==> src/rtl/ctrl_pkg.sv <==
// ctrl_pkg: shared definitions for the multicycle RV32I control path.
// Holds the control FSM state enum, opcode constants, the immediate-type
// encoding used by the immediate generator, ALU/result mux selects, the
// ALU operation encoding and the opcode-to-immediate-type decode.
// Optional feature macro: MULTICYCLE_CTRL_TRAP_EN (adds the TRAP state).
package ctrl_pkg;

  typedef enum logic [3:0] {
    FETCH     = 4'd0,
    DECODE    = 4'd1,
    MEM_ADR   = 4'd2,
    MEM_READ  = 4'd3,
    MEM_WB    = 4'd4,
    MEM_WRITE = 4'd5,
    EXEC_R    = 4'd6,
    EXEC_I    = 4'd7,
    ALU_WB    = 4'd8,
    BRANCH    = 4'd9,
    JAL       = 4'd10,
    LUI       = 4'd11,
    AUIPC     = 4'd12
`ifdef MULTICYCLE_CTRL_TRAP_EN
    , TRAP    = 4'd13
`endif
  } state_t;

  localparam logic [6:0] OP_LOAD   = 7'b0000011;
  localparam logic [6:0] OP_STORE  = 7'b0100011;
  localparam logic [6:0] OP_R      = 7'b0110011;
  localparam logic [6:0] OP_I      = 7'b0010011;
  localparam logic [6:0] OP_BRANCH = 7'b1100011;
  localparam logic [6:0] OP_JAL    = 7'b1101111;
  localparam logic [6:0] OP_LUI    = 7'b0110111;
  localparam logic [6:0] OP_AUIPC  = 7'b0010111;

  localparam logic [2:0] IMM_I = 3'b000;
  localparam logic [2:0] IMM_S = 3'b001;
  localparam logic [2:0] IMM_B = 3'b010;
  localparam logic [2:0] IMM_U = 3'b011;
  localparam logic [2:0] IMM_J = 3'b100;

  localparam logic [1:0] SRCA_PC    = 2'b00;
  localparam logic [1:0] SRCA_OLDPC = 2'b01;
  localparam logic [1:0] SRCA_RS1   = 2'b10;

  localparam logic [1:0] SRCB_RS2  = 2'b00;
  localparam logic [1:0] SRCB_IMM  = 2'b01;
  localparam logic [1:0] SRCB_FOUR = 2'b10;

  localparam logic [1:0] RES_ALUOUT = 2'b00;
  localparam logic [1:0] RES_MEM    = 2'b01;
  localparam logic [1:0] RES_ALU    = 2'b10;
  localparam logic [1:0] RES_IMM    = 2'b11;

  localparam logic [2:0] ALU_ADD = 3'b000;
  localparam logic [2:0] ALU_SUB = 3'b001;
  localparam logic [2:0] ALU_AND = 3'b010;
  localparam logic [2:0] ALU_OR  = 3'b011;
  localparam logic [2:0] ALU_XOR = 3'b100;
  localparam logic [2:0] ALU_SLT = 3'b101;
  localparam logic [2:0] ALU_SLL = 3'b110;
  localparam logic [2:0] ALU_SRL = 3'b111;

  // alu_op: how the ALU decoder should pick the operation
  localparam logic [1:0] ALUOP_ADD   = 2'b00;
  localparam logic [1:0] ALUOP_SUB   = 2'b01;
  localparam logic [1:0] ALUOP_FUNCT = 2'b10;

  function automatic logic [2:0] imm_decode(input logic [6:0] op);
    case (op)
      OP_I, OP_LOAD:    imm_decode = IMM_I;
      OP_STORE:         imm_decode = IMM_S;
      OP_BRANCH:        imm_decode = IMM_B;
      OP_LUI, OP_AUIPC: imm_decode = IMM_U;
      OP_JAL:           imm_decode = IMM_J;
      default:          imm_decode = 3'b000;
    endcase
  endfunction

endpackage

==> src/rtl/alu_decoder.sv <==
// alu_decoder: purely combinational ALU operation decode.
// Ports:
//   alu_op   in  2 : ADD / SUB / funct-decoded request from the FSM
//   funct3   in  3 : IR[14:12]
//   funct7b5 in  1 : IR[30]
//   op5      in  1 : IR[5], distinguishes R-type from I-type
//   alu_ctrl out 3 : ALU operation encoding
module alu_decoder
  import ctrl_pkg::*;
(
  input  logic [1:0] alu_op,
  input  logic [2:0] funct3,
  input  logic       funct7b5,
  input  logic       op5,
  output logic [2:0] alu_ctrl
);

  always_comb begin
    alu_ctrl = ALU_ADD;
    case (alu_op)
      ALUOP_SUB: alu_ctrl = ALU_SUB;
      ALUOP_FUNCT: begin
        case (funct3)
          // addi never subtracts: op5 is 0 for I-type
          3'b000:  alu_ctrl = (op5 && funct7b5) ? ALU_SUB : ALU_ADD;
          3'b001:  alu_ctrl = ALU_SLL;
          3'b010:  alu_ctrl = ALU_SLT;
          3'b100:  alu_ctrl = ALU_XOR;
          3'b101:  alu_ctrl = ALU_SRL;
          3'b110:  alu_ctrl = ALU_OR;
          3'b111:  alu_ctrl = ALU_AND;
          default: alu_ctrl = ALU_ADD;
        endcase
      end
      default: alu_ctrl = ALU_ADD;
    endcase
  end

endmodule

==> src/rtl/multicycle_ctrl.sv <==
// multicycle_ctrl: main control FSM of the multicycle RV32I core.
// Sequences fetch/decode/execute/memory/write-back and drives every datapath
// enable and mux select. Memory uses a valid/ready handshake (mem_req held
// until mem_ready). Outputs are Moore except ir_write/pc_write in FETCH
// (follow mem_ready) and pc_write in BRANCH (zero ^ funct3[0]).
// All outputs are forced to 0 while rst_n is low.
// Ports:
//   clk, rst_n (sync, active low); op, funct3, funct7b5 from IR; zero from ALU;
//   mem_ready from memory; mem_req, mem_we, adr_src, ir_write, pc_write,
//   reg_write, alu_src_a, alu_src_b, result_src, imm_src, alu_ctrl, illegal.
// Optional macro MULTICYCLE_CTRL_TRAP_EN: unsupported instructions enter a
// sticky TRAP state raising illegal; otherwise they execute as a 2-cycle NOP.
module multicycle_ctrl
  import ctrl_pkg::*;
(
  input  logic       clk,
  input  logic       rst_n,
  input  logic [6:0] op,
  input  logic [2:0] funct3,
  input  logic       funct7b5,
  input  logic       zero,
  input  logic       mem_ready,
  output logic       mem_req,
  output logic       mem_we,
  output logic       adr_src,
  output logic       ir_write,
  output logic       pc_write,
  output logic       reg_write,
  output logic [1:0] alu_src_a,
  output logic [1:0] alu_src_b,
  output logic [1:0] result_src,
  output logic [2:0] imm_src,
  output logic [2:0] alu_ctrl,
  output logic       illegal
);

`ifdef MULTICYCLE_CTRL_TRAP_EN
  localparam state_t ILL_NEXT = TRAP;
`else
  localparam state_t ILL_NEXT = FETCH;
`endif

  state_t     state, state_n;
  logic [1:0] alu_op;
  logic [2:0] alu_ctrl_raw;
  logic       branch_ok;

  // only beq/bne are supported
  assign branch_ok = (funct3[2:1] == 2'b00);

  always_ff @(posedge clk) begin
    if (!rst_n) state <= FETCH;
    else        state <= state_n;
  end

  always_comb begin
    state_n = state;
    case (state)
      FETCH:     if (mem_ready) state_n = DECODE;
      DECODE: begin
        case (op)
          OP_LOAD, OP_STORE: state_n = MEM_ADR;
          OP_R:              state_n = EXEC_R;
          OP_I:              state_n = EXEC_I;
          OP_BRANCH:         state_n = branch_ok ? BRANCH : ILL_NEXT;
          OP_JAL:            state_n = JAL;
          OP_LUI:            state_n = LUI;
          OP_AUIPC:          state_n = AUIPC;
          default:           state_n = ILL_NEXT;
        endcase
      end
      MEM_ADR:   state_n = op[5] ? MEM_WRITE : MEM_READ;
      MEM_READ:  if (mem_ready) state_n = MEM_WB;
      MEM_WB:    state_n = FETCH;
      MEM_WRITE: if (mem_ready) state_n = FETCH;
      EXEC_R:    state_n = ALU_WB;
      EXEC_I:    state_n = ALU_WB;
      ALU_WB:    state_n = FETCH;
      BRANCH:    state_n = FETCH;
      JAL:       state_n = ALU_WB;
      LUI:       state_n = FETCH;
      AUIPC:     state_n = ALU_WB;
`ifdef MULTICYCLE_CTRL_TRAP_EN
      TRAP:      state_n = TRAP;
`endif
      default:   state_n = FETCH;
    endcase
  end

  always_comb begin
    mem_req    = 1'b0;
    mem_we     = 1'b0;
    adr_src    = 1'b0;
    ir_write   = 1'b0;
    pc_write   = 1'b0;
    reg_write  = 1'b0;
    alu_src_a  = SRCA_PC;
    alu_src_b  = SRCB_RS2;
    result_src = RES_ALUOUT;
    alu_op     = ALUOP_ADD;
    imm_src    = imm_decode(op);
    illegal    = 1'b0;
    case (state)
      FETCH: begin
        mem_req    = 1'b1;
        alu_src_b  = SRCB_FOUR;
        result_src = RES_ALU;
        ir_write   = mem_ready;
        pc_write   = mem_ready;
      end
      DECODE: begin
        alu_src_a = SRCA_OLDPC;
        alu_src_b = SRCB_IMM;
      end
      MEM_ADR: begin
        alu_src_a = SRCA_RS1;
        alu_src_b = SRCB_IMM;
      end
      MEM_READ: begin
        mem_req = 1'b1;
        adr_src = 1'b1;
      end
      MEM_WB: begin
        result_src = RES_MEM;
        reg_write  = 1'b1;
      end
      MEM_WRITE: begin
        mem_req = 1'b1;
        mem_we  = 1'b1;
        adr_src = 1'b1;
      end
      EXEC_R: begin
        alu_src_a = SRCA_RS1;
        alu_op    = ALUOP_FUNCT;
      end
      EXEC_I: begin
        alu_src_a = SRCA_RS1;
        alu_src_b = SRCB_IMM;
        alu_op    = ALUOP_FUNCT;
      end
      ALU_WB:    reg_write = 1'b1;
      BRANCH: begin
        alu_src_a = SRCA_RS1;
        alu_op    = ALUOP_SUB;
        pc_write  = zero ^ funct3[0];
      end
      JAL: begin
        alu_src_a = SRCA_OLDPC;
        alu_src_b = SRCB_FOUR;
        pc_write  = 1'b1;
      end
      LUI: begin
        result_src = RES_IMM;
        reg_write  = 1'b1;
      end
      AUIPC: begin
        alu_src_a = SRCA_OLDPC;
        alu_src_b = SRCB_IMM;
      end
`ifdef MULTICYCLE_CTRL_TRAP_EN
      TRAP:      illegal = 1'b1;
`endif
      default: ;
    endcase
    if (!rst_n) begin
      mem_req    = '0;
      mem_we     = '0;
      adr_src    = '0;
      ir_write   = '0;
      pc_write   = '0;
      reg_write  = '0;
      alu_src_a  = '0;
      alu_src_b  = '0;
      result_src = '0;
      imm_src    = '0;
      illegal    = '0;
    end
  end

  alu_decoder u_alu_decoder (
    .alu_op   (alu_op),
    .funct3   (funct3),
    .funct7b5 (funct7b5),
    .op5      (op[5]),
    .alu_ctrl (alu_ctrl_raw)
  );

  assign alu_ctrl = rst_n ? alu_ctrl_raw : '0;

endmodule

==> config.mk <==
export PLATFORM = sky130hd
export DESIGN_NAME = multicycle_ctrl
export DESIGN_NICKNAME = d
export VERILOG_FILES = /design/src/rtl/ctrl_pkg.sv /design/src/rtl/alu_decoder.sv /design/src/rtl/multicycle_ctrl.sv
export SDC_FILE = /design/constraint.sdc
export NUM_CORES = 1
export LEC_CHECK = 0
export BUFFER_PORTS_ARGS = -buffer_cell sky130_fd_sc_hd__buf_2
export CORE_ASPECT_RATIO = 0.8
export CORE_MARGIN = 3
export CORE_UTILIZATION = 42
export DETAILED_ROUTE_END_ITERATION = 16
export PLACE_DENSITY = 0.7
export SETUP_SLACK_MARGIN = 0.3
export SYNTH_ARGS = -nofsm -noshare
export SYNTH_HDL_FRONTEND = slang
export SYNTH_SLANG_ARGS = --single-unit
==> constraint.sdc <==
create_clock -name clk -period 2 [get_ports clk]
set_input_delay 0.2 -clock clk [delete_from_list [all_inputs] [get_ports clk]]
set_output_delay 0.2 -clock clk [all_outputs]
set_load 0.1 [all_outputs]
==> run summary, run 1 <==
The flow did not finish. The step where the flow halted is 5_1_grt. The first error in the log reads "[ERROR DPL-0033] detailed placement checks failed during check placement". The number of clock sinks seen by CTS is 4. The average instance area after synthesis came out at 6.38 µm². The port buffer count is 32.

The post-synth design cell area is slightly below 900 µm². 34 I/O pins were placed. The number of enable flip-flop cells after synthesis came out at 0.

When the global-route repair_timing finished, the worst setup path ended at alu_ctrl[0]. The count of mapped cells out of synthesis is 140. The post-detailed-placement half-perimeter wirelength is about 2200 µm.

The H-tree depth is 1. The number of buffers on the longest clock path is 2. The count of different cell masters after synthesis is 46. For this run, the leading register cell type out of synthesis is dfxtp_1. The post-synth net total came out at 157.

The cell area after placement came out at between 1500 and 2000 µm². The clock buffer count from CTS came out at 3. The Yosys warning count came out at 0. The final weighted congestion in routability-driven placement came out at roughly 0.90. Clock tree synthesis selected as its root buffer the cell clkbuf_4. The register bit total from synthesis came out at 4.

The starting density of the core is 45.9%. In this run the core area contains 14 standard-cell rows. The number of antenna violations at the first check in global routing came out at 0. After the last repair the worst path ends at a primary output. In this run the vertical extent of the chip is 47.3 µm. The die width is around 58 µm. Summing the sequential cell areas from Yosys gives 8.96% of the chip area.

The number of placed instances, taps included, is approximately 190. Entering global routing, the biggest net connects 22 pins. After synthesis, the share of flip-flops with an asynchronous set or reset is 0%.
-- metrics by stage --
| stage | TNS [ns] | worst slack, ns |
|---|---|---|
| after floorplan | -0.190 | -0.120 |
| after global placement | 0 | 0.274 |
| after detailed placement | 0 | 0.220 |
| after CTS | 0 | 0.112 |
-- cells by family after synthesis --
logic type	share of synthesized area [%]
AOI/OAI and AO/OA	28.3
xor gates and xnor gates	4.90
adders and majority gates	2.80
buffers and inverters	9.66
DFF	8.96
muxes	4.62
other	0.420
and+or+nand+nor	40.3
-- Yosys cell counts, drive strengths merged, types with 2 or more instances --
cell | number | area, µm²
a21oi | 12 | 60.1
a32oi | 2 | 17.5
and2 | 4 | 25.0
buf | 7 | 37.5
clkbuf | 5 | 18.8
dfxtp | 4 | 80.1
ha | 2 | 25.0
inv | 8 | 30.0
mux2i | 3 | 30.0
nand2 | 13 | 48.8
nand2b | 4 | 25.0
nand3 | 2 | 10.0
nor2 | 14 | 52.6
nor2b | 7 | 43.8
nor3 | 11 | 60.1
nor3b | 2 | 15.0
nor4 | 2 | 12.5
o21ai | 8 | 40.0
o221a | 2 | 22.5
xnor2 | 4 | 35.0
-- repair_timing --
| item | in CTS |
|---|---|
| buffers inserted | 13 |
| pin swaps | 11 |
| hold endpoints to repair | 0 |
| hold buffers | 0 |
| endpoints found under the setup margin | 14 |
| resized for setup | 31 |
| gates cloned | 0 |
==> inputs of run 2 (changes only) <==
--- a/config.mk
+++ b/config.mk
@@ -6,12 +6,10 @@
 export NUM_CORES = 1
 export LEC_CHECK = 0
 export BUFFER_PORTS_ARGS = -buffer_cell sky130_fd_sc_hd__buf_2
-export CORE_ASPECT_RATIO = 0.8
-export CORE_MARGIN = 3
-export CORE_UTILIZATION = 42
+export CORE_AREA = 3 3 64 66
 export DETAILED_ROUTE_END_ITERATION = 16
-export PLACE_DENSITY = 0.7
-export SETUP_SLACK_MARGIN = 0.3
+export DIE_AREA = 0 0 67 69
+export PLACE_DENSITY_LB_ADDON = 0.15
 export SYNTH_ARGS = -nofsm -noshare
 export SYNTH_HDL_FRONTEND = slang
 export SYNTH_SLANG_ARGS = --single-unit
==> run 2 against run 1 <==
- area after synthesis unchanged
- the run now ends clean
- synthesized cell count is the same
==> run summary, run 2 <==
The total area of multi-input combinational cells came out at roughly 900 µm². After detailed routing, the number of vias per cell comes to 4.92. The global routing's busiest layer is met2. Of the total synthesized cell area, the portion taken by AND, OR, NAND and NOR gates is between 40% and 50%. The number of clock sinks seen by CTS came out at 4. The number of cells in the finished layout apart from fillers came out at 219. The area inside the core boundary came out at roughly 3600 µm². Pin placement for this block handled 34 I/O pins.

The worst path uses ~98% of the clock period. Sequential elements use approximately 9.0% of the synthesized area. In the global route stage, met2 resource usage came out at 20.0%.

Of the post-synthesis cell area, the part taken by muxes is 4.62%. The number of enable flip-flop cells after synthesis is 0. The count of mapped cells out of synthesis is 140. The endpoint of the worst-slack reg-to-reg timing path is state[3]$_SDFFE_PN0P_.

The clock tree from TritonCTS is done. The post-synth net total came out at 157. The netlist uses 46 different library cells.

The xor and xnor area share after synthesis came out at 4.90%. The number of antenna violations at the first check in global routing came out at 0. After routing the design area is around 1600 µm².

The starting density of the core is around 25%. The number of buffers on the longest clock path came out at 2. Ranked by total cell area, the synthesized netlist is headed by dfxtp_1 9.0%, a21oi_1 6.7%, nor2_1 5.9%.

Across all hold checks on the routed design, the worst slack comes to around 0.38 ns. More flip-flops sit in one register than any other, and that register is state. Setup repair after global routing could not meet its margin everywhere. The clock buffer count from CTS came out at 3. Along the worst path, the maximum fanout reaches 9.

The critical path data required time came out at between 1.5 and 2 ns. The library cell used most frequently in the layout, excluding fill and tap cells, is buf_2. The number of global-route vias before repair came out at 1064. The average instance area after synthesis came out at 6.38 µm². The met1 track demand over resource is about a fifth. The fill cell instance count of the final layout came out at approximately 390.

The detailed-route wire length per cell is ~13 µm. CTS placed an instance of clkbuf_8 at the clock tree root. The cell area after placement came out at 1500 µm². The synthesized netlist devotes between 20 and 30% of its cell area to compound gates. The total global routing track utilization is about an eighth. The minimum setup slack among reg-to-reg paths came out at between 0.4 and 0.5 ns. After the last flow step, the layout net total stands at between 150 and 200. In this run the number of H-tree levels came out at 1. The first global-routing pass estimated 4940 µm of wire. The final antenna diode count came out at 0. The worst hold path begins at op[0]. The post-synthesis adder-cell area fraction is 2.80%. In the final layout, the registers with the most flip-flops are state x4.

The post-route minimum period is slightly below 2 ns. The die width is around 67 µm. The number of cells traversed by the worst register-to-register path came out at 5.

The sequential cells in the finished layout cover a total of 85.1 µm². The arrival time of the worst setup path is between 1.5 and 2 ns. The Yosys warning count is 0. The final weighted congestion in routability-driven placement came out at a little under 0.8.

The worst-case IR drop observed on VDD is approximately 0.00015 V. The most common cell in the synthesized netlist is nor2_1. The largest total area in the synthesized netlist belongs to dfxtp_1. The synthesized design contains 4 register bits.

In this run the critical register-to-register path is launched from state[0]$_SDFFE_PN0P_. The floorplan step defined a die boundary enclosing around 4600 µm². The proportion of synthesized flip-flops having asynchronous set or reset came out at 0%.

The synthesized netlist occupies a cell area of between 800 and 900 µm². The share of the synthesized area in the top cell type is 8.96%. STA classifies the critical path endpoint as an output pin. Among all flip-flop cells after synthesis, the most frequent one is dfxtp_1. The floorplan has 22 rows. The met3 track demand over resource is 3.09%. The path with the worst hold slack has its endpoint at state[1]$_SDFFE_PN0P_.

The post-detailed-placement half-perimeter wirelength came out at 2270 µm. The worst hold path passes through 4 cells. By area, the combinational part of the netlist is dominated by simple AND/OR/NAND/NOR gates. The clock insertion delay at the later pin of the skew report came out at roughly 0.22 ns. The total power divided by cell area is around 390 nW/µm². The tool flagged a number of max-cap violations equal to 0.

The clock edge transition at the registers on the reported setup and hold paths came out at about 0.030 ns. In the routed design, unresolved DRC markers number 0. The setup violation total in the final timing report came out at 0. The final max-slew violation count came to 0. The leakage dissipation came out at 0.000593 µW.

The floorplan step set the die height to between 60 and 70 µm. The top cell types in the final layout, fill and taps aside, are 16 x buf_2, 15 x buf_12, 13 x nand2_1, 12 x a21oi_1, 9 x buf_4. The run finished with clean final reports.

Entering global routing, the biggest net connects 22 pins. The post-placement cell count is roughly 220. Input and output buffers added on the ports amount to 32. The overall power of the completed layout is 610 µW.

The commonest cells after synthesis are 14 x nor2_1, 13 x nand2_1, 12 x a21oi_1. The register with the most flip-flops in the layout has 4 of them. The final hold violation count was 0. The detailed-route via count came out at 1078. The pre-antenna-repair detailed-routing pass consisted of 4 iterations. STA classifies the critical path startpoint as a register.

The worst hold path belongs to the class input port to register. The post-detailed-routing wire length came out at about 2800 µm. The worst setup path is of the register to output pin kind. The fraction of layout cells with a size suffix above 1 came out at a little over two fifths.

In this run the remaining antenna-violating nets after routing total 0. The count of routing violations after the opening detailed-route iteration is 28. Measured on the finished design, the core utilization comes to between 40% and 50%. Clock skew on the completed layout was measured at between 0.003 and 0.004 ns. The area growth from synthesis to layout is 74.2%. Timing would allow up to a little over 500 MHz. The count of hold buffers inserted by post-cts repair came out at 0. The global-route congestion overflow total is 0.
==> run 2: cell counts after synthesis <==
No cell type changed its count.
==> run 2: report_power, final <==
group / total (µW) / internal [µW] / switching [µW]
clock: 174 / 129 / 45.6
combinational: 347 / 121 / 226
sequential: 89.4 / 83.6 / 5.75
==> run 2: repair_timing <==
action,4_1_cts,5_1_grt
gates cloned,0,0
pin swaps,0,1
setup buffers,0,1
setup endpoints to repair,2,3
resized for setup,2,2
endpoints found under the hold margin,0,0
==> run 2: how the worst max path moves through the flow <==
stage | end | startpoint | slack, ns | depth (start not counted)
floorplan | adr_src | state[0]$_SDFFE_PN0P_ | -0.28 | 4
global placement | alu_ctrl[0] | state[3]$_SDFFE_PN0P_ | 0.25 | 6
detailed placement | alu_ctrl[1] | state[1]$_SDFFE_PN0P_ | 0.22 | 6
CTS | alu_ctrl[0] | state[1]$_SDFFE_PN0P_ | 0.0009 | 6
global route | alu_src_a[0] | state[3]$_SDFFE_PN0P_ | -0.05 | 5
finish | alu_ctrl[0] | state[3]$_SDFFE_PN0P_ | 0.05 | 6
==> run 2: cells by family (layout without fill, tap and decap cells) <==
| group | count (synthesis) | after routing |
|---|---|---|
| adders and majority gates | 2 | 2 |
| buffers and inverters | 20 | 51 |
| xor gates and xnor gates | 5 | 5 |
| AOI/OAI and AO/OA | 37 | 37 |
| DFF | 4 | 4 |
| other | 1 | 1 |
| and+or+nand+nor | 67 | 67 |
| muxes | 4 | 4 |
==> run 2: area by class of cell <==
class / instances / area share (%)
clock buffer: 3 / 2.65
inverter: 8 / 1.93
multi-input combinational: 116 / 57.3
sequential: 4 / 5.47
tap: 48 / 3.86
timing repair buffer: 40 / 28.8
==> run 2: per-layer routing <==
| metal | share of wire, % | routed length [µm] | vias to the layer above |
|---|---|---|---|
| li1 | - | - | 559 |
| met1 | 47 | 1330 | 492 |
| met2 | 47 | 1310 | 25 |
| met3 | 5.4 | 151 | 2 |
| met4 | 0.46 | 13 | 0 |
| met5 | 0 | 0 | - |
==> run 2: critical path: stages (launching register included) <==
cell and delay (ns):
dfxtp_4 0.40, inv_1 0.11, nor3_4 0.23, inv_2 0.07, ha_4 0.26, a211oi_4 0.25
buf_12 0.21
==> run 2: stage by stage <==
step	setup slack (ns)	setup TNS, ns
after CTS	0.000939	0
after floorplan	-0.278	-0.683
after global placement	0.249	0
final	0.0461	0
after detailed placement	0.218	0
after global routing	-0.0535	-0.0817
Note: power is estimated with default switching activity, not from simulation.
